## src/rtl/insn_fetch_ctrl.sv

```systemverilog
// Fetch sequencer: owns the PC, issues one imem read at a time and buffers
// returned words in a 2-entry FIFO facing the decoder. Handles redirect and halt.
module insn_fetch_ctrl #(
    parameter int LEN_INSN = 32,
    parameter int LEN_PC   = 16,
    parameter int RESET_PC = 0
) (
    input  logic                clk,
    input  logic                rst,
    output logic                imem_req,
    output logic [LEN_PC-1:0]   imem_addr,
    input  logic                imem_ack,
    input  logic [LEN_INSN-1:0] imem_data,
    output logic                dec_valid,
    output logic [LEN_INSN-1:0] dec_insn,
    output logic [LEN_PC-1:0]   dec_pc,
    input  logic                dec_ready,
    input  logic                redirect,
    input  logic [LEN_PC-1:0]   redirect_pc,
    input  logic                halt,
    output logic                halted
);

    typedef enum logic [1:0] {
        S_RUN,
        S_WAIT,
        S_DISCARD,
        S_HALT
    } state_t;

    state_t              state, state_d;
    logic [LEN_PC-1:0]   pc, pc_d, addr_d;
    logic                req_d;
    logic                push;
    logic                pop;
    logic                xfer;
    logic [1:0]          count, count_d;
    logic [LEN_INSN-1:0] insn0, insn1;
    logic [LEN_PC-1:0]   pc0, pc1;

    assign xfer     = imem_req & imem_ack;
    assign pop      = dec_valid & dec_ready;
    assign dec_insn = insn0;
    assign dec_pc   = pc0;

    always_comb begin
        state_d = state;
        pc_d    = pc;
        req_d   = imem_req;
        addr_d  = imem_addr;
        push    = 1'b0;
        case (state)
            S_RUN: begin
                if (halt) begin
                    state_d = S_HALT;
                end else if (count < 2'd2 && !redirect) begin
                    req_d   = 1'b1;
                    addr_d  = pc;
                    state_d = S_WAIT;
                end
            end
            S_WAIT: begin
                if (xfer) begin
                    req_d   = 1'b0;
                    state_d = S_RUN;
                    // A redirect on the ack edge kills the returning word.
                    if (!redirect) begin
                        push = 1'b1;
                        pc_d = pc + LEN_PC'(1);
                    end
                end else if (redirect) begin
                    state_d = S_DISCARD;
                end
            end
            S_DISCARD: begin
                if (xfer) begin
                    req_d   = 1'b0;
                    state_d = S_RUN;
                end
            end
            S_HALT: begin
                if (!halt) state_d = S_RUN;
            end
            default: state_d = S_RUN;
        endcase
        if (redirect) pc_d = redirect_pc;
        if (redirect) count_d = 2'd0;
        else          count_d = count + {1'b0, push} - {1'b0, pop};
    end

    always_ff @(posedge clk or negedge rst) begin
        if (!rst) begin
            state     <= S_RUN;
            pc        <= LEN_PC'(RESET_PC);
            imem_req  <= 1'b0;
            imem_addr <= '0;
            halted    <= 1'b0;
            count     <= 2'd0;
            dec_valid <= 1'b0;
        end else begin
            state     <= state_d;
            pc        <= pc_d;
            imem_req  <= req_d;
            imem_addr <= addr_d;
            halted    <= (state_d == S_HALT);
            count     <= count_d;
            dec_valid <= (count_d != 2'd0);
        end
    end

    // FIFO storage: entry 0 is the head seen by the decoder.
    always_ff @(posedge clk or negedge rst) begin
        if (!rst) begin
            insn0 <= '0;
            pc0   <= '0;
            insn1 <= '0;
            pc1   <= '0;
        end else if (!redirect) begin
            case ({push, pop})
                2'b10: begin
                    if (count == 2'd0) begin
                        insn0 <= imem_data;
                        pc0   <= imem_addr;
                    end else begin
                        insn1 <= imem_data;
                        pc1   <= imem_addr;
                    end
                end
                2'b01: begin
                    insn0 <= insn1;
                    pc0   <= pc1;
                end
                2'b11: begin
                    if (count == 2'd1) begin
                        insn0 <= imem_data;
                        pc0   <= imem_addr;
                    end else begin
                        insn0 <= insn1;
                        pc0   <= pc1;
                        insn1 <= imem_data;
                        pc1   <= imem_addr;
                    end
                end
                default: ;
            endcase
        end
    end

endmodule

```

## config.mk

```make
export PLATFORM = sky130hd
export DESIGN_NAME = insn_fetch_ctrl
export DESIGN_NICKNAME = d
export VERILOG_FILES = /design/src/rtl/insn_fetch_ctrl.sv
export SDC_FILE = /design/constraint.sdc
export NUM_CORES = 1
export LEC_CHECK = 0
export ABC_CLOCK_PERIOD_IN_PS = 5500
export CORE_MARGIN = 3
export CORE_UTILIZATION = 55
export CTS_BUF_LIST = sky130_fd_sc_hd__clkbuf_16
export CTS_CLUSTER_DIAMETER = 100
export DETAILED_ROUTE_END_ITERATION = 6
export GPL_TIMING_DRIVEN = 1
export PLACE_DENSITY = 0.84
export SLEW_MARGIN = 30
export SYNTH_ARGS = -nofsm -noshare
export SYNTH_HDL_FRONTEND = slang
export SYNTH_SLANG_ARGS = --single-unit
```

## constraint.sdc

```tcl
create_clock -name clk -period 5.5 [get_ports clk]
set_input_delay 0.825 -clock clk [delete_from_list [all_inputs] [get_ports clk]]
set_output_delay 0.825 -clock clk [all_outputs]
set_load 0.02 [all_outputs]
```

==> impl_metrics.toml <==
[flow_run]
drv_cap = 0

[placed_design]
gp_congestion = 0.8134
portBuffers = 120
dp_slack_ns = 1.787
hpwl_mm = 8.844

[power_and_ir_drop]
clkPwrFrac = 0.247
powerDensity_mw_per_mm2 = 549.6
power_leakage_nw = 3.535
pwr-share-seq = 0.388
p_sw_frac = 0.3178
ir_worst_vdd_mv = 0.3388
intPower_mw = 3.008
p_comb_frac = 0.365
p_switching_mw = 1.401

[final_layout]
fin_nets = 630
layout-drive-gt1-share = 0.3126
diodes = 0
syn_to_final_growth_pct = 30.38

[timing]
finalClockSkew_ns = 0.01115
worstMarginPinSlew_ns = 0.8268
finalHoldViolCount = 0
fmax_mhz = 305.3
relSlewSlack = 0.4488
tns_ns = 0
period_needed_ns = 3.275
finalCritPeriodShare = 0.5954
setup_viol_count_final = 0
grt_setup_unrepaired = "false"
drv_slew = 0
setup_ws_ns = 2.225

[yosys]
yosysTopAreaCell = "dfrtp_1"
synthArstFlopShare = 1.000
synth_edf_count = 0
netlist.area_leader.share = 0.5491
yosys_most_used_dff = "dfrtp_1"
synth_nets = 507
synth-seq-cells = 135
synthesis.area_mm2 = 0.006152
synth_most_common_cell = "mux2_2"
netlist_top_cells_count = "mux2_2, dfrtp_1, nand2_1"
yosysWarnings = 0
yosysSeqAreaShare = 0.5491
synth.area.top_cells = "dfrtp_1, mux2_2, mux2_1"
synth_cells = 445
ys_types = 38
synth.avg_cell_area_um2 = 13.83

[run_status]
outcome = "finished clean"

[clock_tree]
post_cts_resized = 0
numCtsBuffers = 17
clk_pin_slew_worst_paths_ns = 0.05
cts_tree = "built"
cts_hold_buf = 0
cts_htree_levels = 4
cts_root_buffer = "clkbuf_16"
insertion_delay_ns = 0.40
cts_sinks = 135
post_cts_buffers = 0
clock_path_buffers = 2

[global_route]
antenna_found_initial = 0
grt_pass1_vias = 4289
grt.overflow.total = 0
grt_pass1_wl_mm = 21.72
grt_max_degree = 70
grt_util_all_layers = 0.2162

[worst_setup_path]
cp_num_buf_inv = 2
worstPathMaxFanout = 26
end_kind = "flip-flop"
critical_path_class = "input pin to flip-flop"
cp_data_arrival_time_ns = 3.55
worstPathCellList = "clkdlybuf4s50_1, nand3_2, or3_1, a21oi_4, buf_4, mux2_2"
worstRegToRegCells = 7
crit_slowest_cell = "a21oi_4"
r2r_end = "dec_insn[19]"
crit_family = "buffers and inverters"
r2r-start = "state[1]"
start_kind = "input pin"
r2r_setup_slack_ns = 2.43
required_ns = 5.78
slowest_delay_ns = 0.67

[drt]
drt_wl_total_mm = 13.13
antenna_left = 0
avgRoutedWirePerCell_um = 18.36
vias = 3937
dr.first_iter.drc_count = 193
drc_errors = 0
routed_via_density = 5.506
dr.pass1.iters = 4

[die]
die_w_um = 111.8
floorplan.initialDensity = 0.5803
die_h_um = 111.8
io_pins = 121
rows = 37
dieArea_mm2 = 0.01249
coreArea_mm2 = 0.01060

[hold_path]
hp-class = "input pin to asynchronous set/reset pin"
[worst reg2reg max path: cells and delay by family, from the launching register on]
kind	cells	cell delay, ns
buf+inv	2	0.60
simple gates	2	0.60
compound gates	1	0.67
mux	1	0.39
flops	1	0.44
fa+ha+maj	1	0.24
[cells by family after synthesis]
kind of cell,Yosys count,synth area share
compound gates,27,0.02786
flops,135,0.5491
simple gates,63,0.05451
mux,166,0.3028
buf+inv,32,0.02949
xor+xnor,14,0.01993
fa+ha+maj,8,0.01627
[state kept, by name, indices dropped and copies added, names as in the netlist, 2 cells and up]
signal,count
dec_insn,32
insn1,32
dec_pc,16
imem_addr,16
pc1,16
pc,16
count,2
state,2
[layout make-up]
| type | instances | area, um^2 |
|---|---|---|
| Inverter | 10 | 37.54 |
| Timing Repair Buffer | 126 | 1247 |
| Clock buffer | 17 | 425.4 |
| Multi-Input combinational cell | 278 | 2623 |
| Sequential cell | 135 | 3378 |
| Tap cell | 136 | 170.2 |
| Fill cell | 694 | 2580 |
| Clock inverter | 13 | 140.1 |
[per-layer routing]
metal | track usage | part of all wire
met1 | 0.2669 | 0.42
met2 | 0.3809 | 0.54
met3 | 0.04728 | 0.036
met4 | 0.06407 | 0.011
met5 | 0 | 0
[power groups by stage]
| stage | clock network [mW] | registers [mW] | logic (mW) |
|---|---|---|---|
| 2_1_floorplan | 0 | 1.92 | 0.676 |
| 3_3_place_gp | 0 | 1.68 | 1.56 |
| 3_5_place_dp | 0 | 1.71 | 1.62 |
| 4_1_cts | 1.11 | 1.71 | 1.63 |
| 5_1_grt | 1.16 | 1.76 | 1.72 |
| 6_report | 1.09 | 1.71 | 1.61 |
[how the worst max path moves through the flow]
stage / end / depth (start not counted) / slack [ns] / startpoint
6_report: dec_insn[19] / 6 / 2.23 / imem_ack
3_3_place_gp: dec_insn[22] / 6 / 1.83 / imem_ack
4_1_cts: dec_insn[24] / 6 / 2.21 / imem_ack
2_1_floorplan: dec_insn[28] / 6 / 3.06 / redirect
3_5_place_dp: dec_insn[14] / 6 / 1.79 / imem_ack
5_1_grt: dec_insn[28] / 6 / 2.06 / imem_ack
[through the flow]
step                      total power [mW]  std cells  utilization  hold WS [ns]  instance area (um^2)
after floorplan                      2.594        445            -        0.4754                  6152
after global placement               3.246        684       0.7026        0.4666                  7448
after detailed placement             3.332        685       0.7033        0.4759                  7456
after CTS                            4.451        715       0.7566        0.4231                  8021
after global routing                 4.639        715       0.7566        0.4417                  8021
final                                4.409        715       0.7566        0.4134                  8021
[layout by cell type, fill, tap and decap left out, types with 2 or more instances in the layout]
| master | Yosys | final |
|---|---|---|
| ha_1 | 8 | 8 |
| nand3_1 | 5 | 5 |
| nor2b_1 | 5 | 5 |
| bufinv_16 | 0 | 3 |
| a22oi_1 | 4 | 4 |
| mux2_2 | 141 | 141 |
| buf_4 | 5 | 6 |
| clkinv_2 | 0 | 4 |
| clkbuf_16 | 0 | 17 |
| nand2_1 | 21 | 21 |
| clkinvlp_4 | 0 | 2 |
| clkinv_1 | 0 | 3 |
| dfrtp_1 | 135 | 135 |
| nor3_1 | 10 | 10 |
| clkdlybuf4s50_1 | 0 | 119 |
| nand4_1 | 5 | 5 |
| mux2_1 | 20 | 20 |
| xor2_1 | 4 | 4 |
| nor4_1 | 3 | 3 |
| inv_1 | 10 | 11 |
| mux2i_1 | 5 | 5 |
| xnor2_1 | 10 | 10 |
| nor2_1 | 7 | 7 |
| o21ai_0 | 15 | 15 |
Power figures use the tool's default switching activity.
